[config.mk]
export PLATFORM = sky130hd
export DESIGN_NAME = fetch_unit_flat
export DESIGN_NICKNAME = d
export VERILOG_FILES = /design/src/rtl/cpu_pkg.sv /design/src/rtl/fetch_unit_if.sv /design/src/rtl/next_pc_calc.sv /design/src/rtl/fetch_unit.sv /design/src/flat_wrapper.sv
export SDC_FILE = /design/constraint.sdc
export NUM_CORES = 1
export LEC_CHECK = 0
export BUFFER_PORTS_ARGS = -buffer_cell sky130_fd_sc_hd__buf_4
export CELL_PAD_IN_SITES_DETAIL_PLACEMENT = 0
export CELL_PAD_IN_SITES_GLOBAL_PLACEMENT = 1
export CORE_ASPECT_RATIO = 1.75
export CORE_MARGIN = 10
export CORE_UTILIZATION = 40
export CTS_CLUSTER_SIZE = 16
export DETAILED_ROUTE_END_ITERATION = 7
export PLACE_DENSITY_LB_ADDON = 0.1
export SETUP_SLACK_MARGIN = 0.02
export SLEW_MARGIN = 0
export SYNTH_ARGS = -nofsm -noshare
export SYNTH_HDL_FRONTEND = slang
export SYNTH_SLANG_ARGS = --single-unit
[constraint.sdc]
create_clock -name clk -period 10.2 [get_ports clk]
set_clock_uncertainty 0.15 [all_clocks]
set_input_delay 2.04 -clock clk [delete_from_list [all_inputs] [get_ports clk]]
set_output_delay 2.04 -clock clk [all_outputs]
set_load 0.01 [all_outputs]
[src/rtl/cpu_pkg.sv]
// ----------------------------------------------------------------------------
// cpu_pkg
// Shared definitions for the instruction fetch path.
//   fetch_state_e     : fetch FSM state encoding (IDLE, REQ, HOLD)
//   PC_STEP_DEFAULT   : byte distance between sequential instructions
//   RESET_PC_DEFAULT  : program counter value after reset
//   sext_imm16_x4()   : sign-extends a 16-bit word offset into a 32-bit
//                       byte offset (offset * 4)
// ----------------------------------------------------------------------------
package cpu_pkg;

  typedef enum logic [1:0] {
    IDLE = 2'd0,
    REQ  = 2'd1,
    HOLD = 2'd2
  } fetch_state_e;

  localparam logic [31:0] PC_STEP_DEFAULT  = 32'd4;
  localparam logic [31:0] RESET_PC_DEFAULT = 32'h0000_0000;

  // Branch offsets count instructions, not bytes, so the field is shifted
  // left by two after sign extension.
  function automatic logic [31:0] sext_imm16_x4(input logic [15:0] imm);
    return {{14{imm[15]}}, imm, 2'b00};
  endfunction

endpackage

[src/rtl/fetch_unit_if.sv]
// ----------------------------------------------------------------------------
// fetch_unit_if
// Bundles the instruction-memory bus, the decoder hand-off and the decoder's
// control feedback used by the fetch unit.
//   imem_req/imem_addr        : fetch request and byte address to memory
//   imem_ack/imem_rdata       : memory response
//   instr/instr_valid/pc      : held instruction and its address to decode
//   instr_ready               : decoder accepts the held instruction
//   branch/zero/jump          : control-flow decision for the held instruction
//   imm16/jaddr               : branch offset and jump target fields
// Modports:
//   master : the fetch unit
//   slave  : memory + decoder side
// ----------------------------------------------------------------------------
interface fetch_unit_if;

  logic        imem_req;
  logic [31:0] imem_addr;
  logic        imem_ack;
  logic [31:0] imem_rdata;

  logic [31:0] instr;
  logic        instr_valid;
  logic        instr_ready;
  logic [31:0] pc;

  logic        branch;
  logic        zero;
  logic        jump;
  logic [15:0] imm16;
  logic [25:0] jaddr;

  modport master (
    output imem_req,
    output imem_addr,
    input  imem_ack,
    input  imem_rdata,
    output instr,
    output instr_valid,
    input  instr_ready,
    output pc,
    input  branch,
    input  zero,
    input  jump,
    input  imm16,
    input  jaddr
  );

  modport slave (
    input  imem_req,
    input  imem_addr,
    output imem_ack,
    output imem_rdata,
    input  instr,
    input  instr_valid,
    output instr_ready,
    input  pc,
    output branch,
    output zero,
    output jump,
    output imm16,
    output jaddr
  );

endinterface

[src/rtl/next_pc_calc.sv]
// ----------------------------------------------------------------------------
// next_pc_calc
// Purely combinational next program counter selection.
//   pc      in  32 : address of the instruction being retired
//   branch  in   1 : conditional branch instruction
//   zero    in   1 : branch condition (ALU equality) is true
//   jump    in   1 : unconditional jump instruction
//   imm16   in  16 : signed branch offset in instructions
//   jaddr   in  26 : jump target in instructions within the current region
//   next_pc out 32 : jump target, taken-branch target, or pc + PC_STEP
// All arithmetic wraps modulo 2^32.
// ----------------------------------------------------------------------------
module next_pc_calc
  import cpu_pkg::*;
#(
  parameter logic [31:0] PC_STEP = PC_STEP_DEFAULT
) (
  input  logic [31:0] pc,
  input  logic        branch,
  input  logic        zero,
  input  logic        jump,
  input  logic [15:0] imm16,
  input  logic [25:0] jaddr,
  output logic [31:0] next_pc
);

  logic [31:0] pc_plus;
  logic [31:0] branch_target;
  logic [31:0] jump_target;

  always_comb begin
    pc_plus       = pc + PC_STEP;
    branch_target = pc_plus + sext_imm16_x4(imm16);
    // Jumps stay inside the 256 MB region of the sequential successor.
    jump_target   = {pc_plus[31:28], jaddr, 2'b00};

    next_pc = pc_plus;
    if (jump) begin
      next_pc = jump_target;
    end else if (branch && zero) begin
      next_pc = branch_target;
    end
  end

endmodule

[src/rtl/fetch_unit.sv]
// ----------------------------------------------------------------------------
// fetch_unit
// Single-outstanding instruction fetch stage. After reset it idles for one
// cycle, then requests the word at pc, holds the returned word for the
// decoder, and on acceptance moves pc to the sequential, branch or jump
// successor before fetching again.
//   clk    in  1 : clock, rising edge
//   rst_n  in  1 : asynchronous active-low reset
//   bus    fetch_unit_if.master : memory bus, decoder hand-off and controls
// Parameters:
//   RESET_PC : pc value loaded by reset
//   PC_STEP  : byte increment for sequential instructions
// ----------------------------------------------------------------------------
module fetch_unit
  import cpu_pkg::*;
#(
  parameter logic [31:0] RESET_PC = RESET_PC_DEFAULT,
  parameter logic [31:0] PC_STEP  = PC_STEP_DEFAULT
) (
  input  logic         clk,
  input  logic         rst_n,
  fetch_unit_if.master bus
);

  fetch_state_e state_q, state_d;
  logic [31:0]  pc_q, pc_d;
  logic [31:0]  instr_q, instr_d;
  logic [31:0]  next_pc;

  // Control inputs only matter in the accepting HOLD cycle, where next_pc is
  // the sole consumer, so no gating is needed here.
  next_pc_calc #(
    .PC_STEP (PC_STEP)
  ) u_next_pc_calc (
    .pc      (pc_q),
    .branch  (bus.branch),
    .zero    (bus.zero),
    .jump    (bus.jump),
    .imm16   (bus.imm16),
    .jaddr   (bus.jaddr),
    .next_pc (next_pc)
  );

  always_ff @(posedge clk or negedge rst_n) begin
    if (!rst_n) begin
      state_q <= IDLE;
      pc_q    <= RESET_PC;
      instr_q <= 32'h0;
    end else begin
      state_q <= state_d;
      pc_q    <= pc_d;
      instr_q <= instr_d;
    end
  end

  // imem_ack is only looked at in REQ, so acks arriving in IDLE or HOLD
  // (including a late ack from a fetch abandoned by reset) are dropped.
  always_comb begin
    state_d = state_q;
    pc_d    = pc_q;
    instr_d = instr_q;

    case (state_q)
      IDLE: begin
        state_d = REQ;
      end
      REQ: begin
        if (bus.imem_ack) begin
          instr_d = bus.imem_rdata;
          state_d = HOLD;
        end
      end
      HOLD: begin
        if (bus.instr_ready) begin
          pc_d    = next_pc;
          state_d = REQ;
        end
      end
      default: begin
        state_d = IDLE;
      end
    endcase
  end

  // Outputs decode directly from registered state so they are glitch-free
  // and forced inactive as soon as reset asserts.
  assign bus.imem_req    = (state_q == REQ);
  assign bus.instr_valid = (state_q == HOLD);
  assign bus.imem_addr   = pc_q;
  assign bus.pc          = pc_q;
  assign bus.instr       = instr_q;

endmodule

[src/flat_wrapper.sv]
// flat-port wrapper written by rule: the top's interface ports become plain ports
module fetch_unit_flat import cpu_pkg::*;
#(
  parameter logic [31:0] RESET_PC = RESET_PC_DEFAULT,
  parameter logic [31:0] PC_STEP  = PC_STEP_DEFAULT
)
  (clk, rst_n, bus_imem_req, bus_imem_addr, bus_imem_ack, bus_imem_rdata, bus_instr, bus_instr_valid, bus_instr_ready, bus_pc, bus_branch, bus_zero, bus_jump, bus_imm16, bus_jaddr);
  fetch_unit_if bus_i ();
  input  logic clk;
  input  logic rst_n;
  output wire logic [$bits(bus_i.imem_req)-1:0] bus_imem_req;
  output wire logic [$bits(bus_i.imem_addr)-1:0] bus_imem_addr;
  input wire logic [$bits(bus_i.imem_ack)-1:0] bus_imem_ack;
  input wire logic [$bits(bus_i.imem_rdata)-1:0] bus_imem_rdata;
  output wire logic [$bits(bus_i.instr)-1:0] bus_instr;
  output wire logic [$bits(bus_i.instr_valid)-1:0] bus_instr_valid;
  input wire logic [$bits(bus_i.instr_ready)-1:0] bus_instr_ready;
  output wire logic [$bits(bus_i.pc)-1:0] bus_pc;
  input wire logic [$bits(bus_i.branch)-1:0] bus_branch;
  input wire logic [$bits(bus_i.zero)-1:0] bus_zero;
  input wire logic [$bits(bus_i.jump)-1:0] bus_jump;
  input wire logic [$bits(bus_i.imm16)-1:0] bus_imm16;
  input wire logic [$bits(bus_i.jaddr)-1:0] bus_jaddr;
  assign bus_imem_req = bus_i.imem_req;
  assign bus_imem_addr = bus_i.imem_addr;
  assign bus_i.imem_ack = bus_imem_ack;
  assign bus_i.imem_rdata = bus_imem_rdata;
  assign bus_instr = bus_i.instr;
  assign bus_instr_valid = bus_i.instr_valid;
  assign bus_i.instr_ready = bus_instr_ready;
  assign bus_pc = bus_i.pc;
  assign bus_i.branch = bus_branch;
  assign bus_i.zero = bus_zero;
  assign bus_i.jump = bus_jump;
  assign bus_i.imm16 = bus_imm16;
  assign bus_i.jaddr = bus_jaddr;
  fetch_unit #(.RESET_PC(RESET_PC), .PC_STEP(PC_STEP)) u_core (.clk(clk), .rst_n(rst_n), .bus(bus_i));
endmodule
# Yosys cells after proc, flatten, opt, wreduce, memory -nomap -nowiden
# Cells that the tools add are included.
# word_totals
reg_bits,66
# op_classes
muxes,5
n_eq_ne,4
addsub,2
reduce_logical,5
# ops
op,n
2-to-1 mux 32 bit,2
"adder 32 x 3 -> 32 bit, second input constant",1
adder 32 bit,1
case mux 2 bit (3 select lines),1
AND reduction 2 bit,3
2-to-1 mux 2 bit,2
"inequality test 2 x 1 -> 1 bit, second input constant",2
"equality test 2 x 1 -> 1 bit, second input constant",1
"equality test 2 bit, second input constant",1
zero test 2 bit,1
logical AND 1 bit,1

# Logic depth before layout (Yosys ltp)
# logic_depth
word_depth,4
mapped_depth,15
depth_no_buf,15

# By module
# A second synthesis with hierarchy kept.
# hier_totals
hier_cells,609
area_unflattened_um2,5739.3
# by_module_without_submodules
mod,instances,area_per_inst_um2,seq_area_each_um2,cells_each
fetch_unit,1,2881.5,1651.6,176
next_pc_calc,1,2857.7,0.0,433

# Least setup slack after synthesis
# OpenSTA, ideal clock, no wires.
# synth_timing
path_type,in2reg
from,input bus_imm16[0]
to,register u_core.pc_q[26] (netlist: u_core.bus.imem_addr[26])
t_required_ns,9.924
arrival_time_ns,4.189
path_slack_ns,5.735
stages,11
path_buffers,0
path_cell_list,ha_1 fa_1 a21oi_1 o21bai_1 a21o_1 a21o_1 o21ai_0 o21a_1 xor2_1 o21ai_0 a221o_1
# synth_via
elab_chain_len,3
# synth_lines
item,line_no,source
start: declaration,flat_wrapper.sv:22,input wire logic [$bits(bus_i.imm16)-1:0] bus_imm16;
adder 32 bit,next_pc_calc.sv:33,branch_target = pc_plus + sext_imm16_x4(imm16);
2-to-1 mux 32 bit,next_pc_calc.sv:40,end else if (branch && zero) begin
2-to-1 mux 32 bit,next_pc_calc.sv:38,if (jump) begin
end signal: assignment,fetch_unit.sv:51,pc_q <= pc_d;
end: declaration,fetch_unit.sv:26,"logic [31:0] pc_q, pc_d;"
# Every way passes these cells.
# A chain may end at the register's enable or synchronous reset.

# Final worst setup path
# Same ends and word-level chain as after synthesis.

==> results_dict.tcl <==
set metrics [dict create \
    port_buffers 174 \
    setup_viol 0 \
    first_global_vias 5121 \
    die_h_um 171 \
    holdPathStages 1 \
    synth_common_cells "nand2_1 (73), dfrtp_1 (64), o21ai_0 (42)" \
    max_freq_mhz 218 \
    synth_top_flop_cell "dfrtp_1" \
    wirelength_um 17600 \
    vias 4875 \
    firstDrtPassIters 4 \
    ys_types 59 \
    syn_to_final_growth_pct 30.3 \
    via_per_inst 5.33 \
    die_w_um 106 \
    wire_per_inst_um 19.2 \
    max-vdd-ir-drop_v 0.000116 \
    required_ns 10.27 \
    rsz0062_at_grt "false" \
    netlist_instances 600 \
    nets 858 \
    holdWs_ns 0.348 \
    r2r_start "u_core.bus.imem_addr[4]" \
    grt_start_max_net_pins 65 \
    status "finished, final reports clean" \
    rows 55 \
    overflow 0 \
    final_antenna_net_count 0 \
    synthXorXnorAreaFrac 0.0886 \
    cts_buffer_depth 2 \
    hold_viol_final 0 \
    synth.area.mux_share 0.0726 \
    cts_max_level 3 \
    clock_latency_ns 0.34 \
    synth_area_per_cell_um2 8.73 \
    core_area_mm2 0.0129 \
    p_switching_uw 894 \
    synthTopCellsByArea "dfrtp_1 (31%), ha_1 (8.8%), mux2_2 (6.9%)" \
    cts_hold_buffers 0 \
    postLayoutSetupSlackWorst_ns 5.62 \
    die_area_mm2 0.0182 \
    cts_tree "done" \
    post_cts_buffers 0 \
    drive_gt1_frac 0.320 \
    ys_seq_area_frac 0.306 \
    power_density_mw_per_mm2 310 \
    dp_slack_ns 5.29 \
    synthAdderAreaFrac 0.0922 \
    synth_enable_flop_cells 0 \
    clk_pin_slew_ns 0.06 \
    period_minus_slack_ns 4.58 \
    dr.first_iter.drc_count 153 \
    place_hpwl_um 13800 \
    r2r_slack_ns 5.69 \
    start_kind "input pin" \
    synth.cell_area_mm2 0.00524 \
    worstPathArrival_ns 4.65 \
    grt_use_total 0.191 \
    globalplace.congestion 0.884 \
    whs_endpoint "u_core.state_q[0]" \
    grt_pass1_wl_um 27800 \
    r2r_end "u_core.bus.imem_addr[26]" \
    num_antenna_cells 0 \
    yosysWarnings 0 \
    synth-seq-cells 64 \
    min-delay-start "u_core.state_q[1]" \
    cts_resized 0 \
    ys_async_sr_fraction 1.00 \
    clock-sinks 64 \
    relSlewSlack 0.396 \
    cp-end-kind "register" \
    finalNonFillerCells 915 \
    synth_compound_area_frac 0.204 \
    path_class "in2reg" \
    p_int_uw 1220 \
    sw_frac_of_total 0.422 \
    pin_count 179 \
    drv_slew 0 \
    yosysMostFrequentCell "nand2_1" \
    synth-simple-area-share 0.167 \
    synth_top_area_frac 0.306 \
    worst_pin_slew_ns 0.906 \
    sequentialPowerShare 0.248 \
    yosys.area.top_type "dfrtp_1" \
    timing.setup.tns_ns 0 \
    placed_cells 899 \
    fin_crit_sh 0.449 \
    critPathMaxFanout 5 \
    p_leak_uw 0.00330 \
    fillers 1228 \
    power_frac_clock 0.174 \
    drcViolationCount 0 \
    synth_top_family_by_area "compound AO/OA/AOI/OAI gates" \
    clock-root-buffer "clkbuf_16" \
    cap_violations 0 \
    combPwrFrac 0.578 \
    grt_antenna_before_repair 0 \
    hold_class "reg2reg" \
    cts_buffers 9 \
    r2r_cells 14 \
    initial_core_util 0.407 \
]
registers in the layout, summed over array words and instances (netlist names):
signal / flops
u_core.bus.imem_addr: 30
u_core.bus.instr: 32
u_core.state_q: 2
placed cells by master (no fill, tap or decap), types with 8 or more instances in the layout:
| cell | count |
|---|---|
| ha_1 | 37 |
| a211oi_1 | 10 |
| inv_1 | 10 |
| xnor2_1 | 29 |
| o21ai_0 | 42 |
| nand3_1 | 14 |
| clkbuf_16 | 9 |
| and3_1 | 10 |
| nor3_1 | 8 |
| buf_4 | 178 |
| a21oi_1 | 41 |
| nand4_1 | 11 |
| dfrtp_1 | 64 |
| nand2_1 | 73 |
| mux2_2 | 32 |
| nor2_1 | 41 |
| a21o_1 | 23 |
| xor2_1 | 24 |
stage by stage:
stage                util  total power [uW]  instance area, um2
global route        0.530              2290                6820
floorplan               -              1330                5250
detailed placement  0.503              1760                6470
finish              0.530              2120                6820
CTS                 0.530              2140                6820
global placement    0.503              1750                6470
power by group through the flow:
stage,clock network (uW),registers [uW],logic [uW]
2_1_floorplan,0,547,782
3_3_place_gp,0,522,1220
3_5_place_dp,0,531,1230
4_1_cts,379,527,1240
5_1_grt,389,550,1350
6_report,368,526,1220
routing by layer:
layer / track usage / vias to the layer above / routed length, um
met5: 0 / - / 0
met4: 0.0727 / 0 / 472
met3: 0.0480 / 29 / 1120
met2: 0.360 / 167 / 9440
met1: 0.196 / 2284 / 6550
li1: - / 2395 / -
final cells by class:
| class | count | area [um2] | share of cell area |
|---|---|---|---|
| Clock buffer | 9 | 225 | 0.0330 |
| Inverter | 10 | 37.5 | 0.00550 |
| Multi-Input combinational cell | 476 | 3280 | 0.481 |
| Tap cell | 171 | 214 | 0.0314 |
| Sequential cell | 64 | 1600 | 0.235 |
| Timing Repair Buffer | 178 | 1340 | 0.196 |
| Clock inverter | 7 | 128 | 0.0187 |
critical path: stages:
cell and delay (ns):
buf_4 0.11, ha_1 0.22, fa_1 0.41, a21oi_1 0.15
o21bai_1 0.10, a21o_1 0.22, a21o_1 0.23, o21ai_0 0.36
o21a_1 0.24, xor2_1 0.14, o21ai_0 0.08, a221o_1 0.33
cells by family after synthesis:
kind of cell / after synthesis
and+or+nand+nor: 182
AOI/OAI and AO/OA: 165
DFF: 64
buffers and inverters: 63
xor gates and xnor gates: 53
adders and majority gates: 38
muxes: 34
other: 1
worst max-delay path by stage:
stage	from	endpoint	slack (ns)	depth (start not counted)
after global routing	u_core.bus.imem_addr[6]	u_core.bus.imem_addr[26]	5.43	14
after floorplan	bus_imm16[0]	u_core.bus.imem_addr[26]	5.73	11
after CTS	bus_imm16[0]	u_core.bus.imem_addr[26]	5.63	12
after detailed placement	bus_imm16[0]	u_core.bus.imem_addr[26]	5.29	12
final	bus_imm16[0]	u_core.bus.imem_addr[26]	5.62	12
after global placement	bus_imm16[0]	u_core.bus.imem_addr[26]	5.30	12
Power figures use the tool's default switching activity.
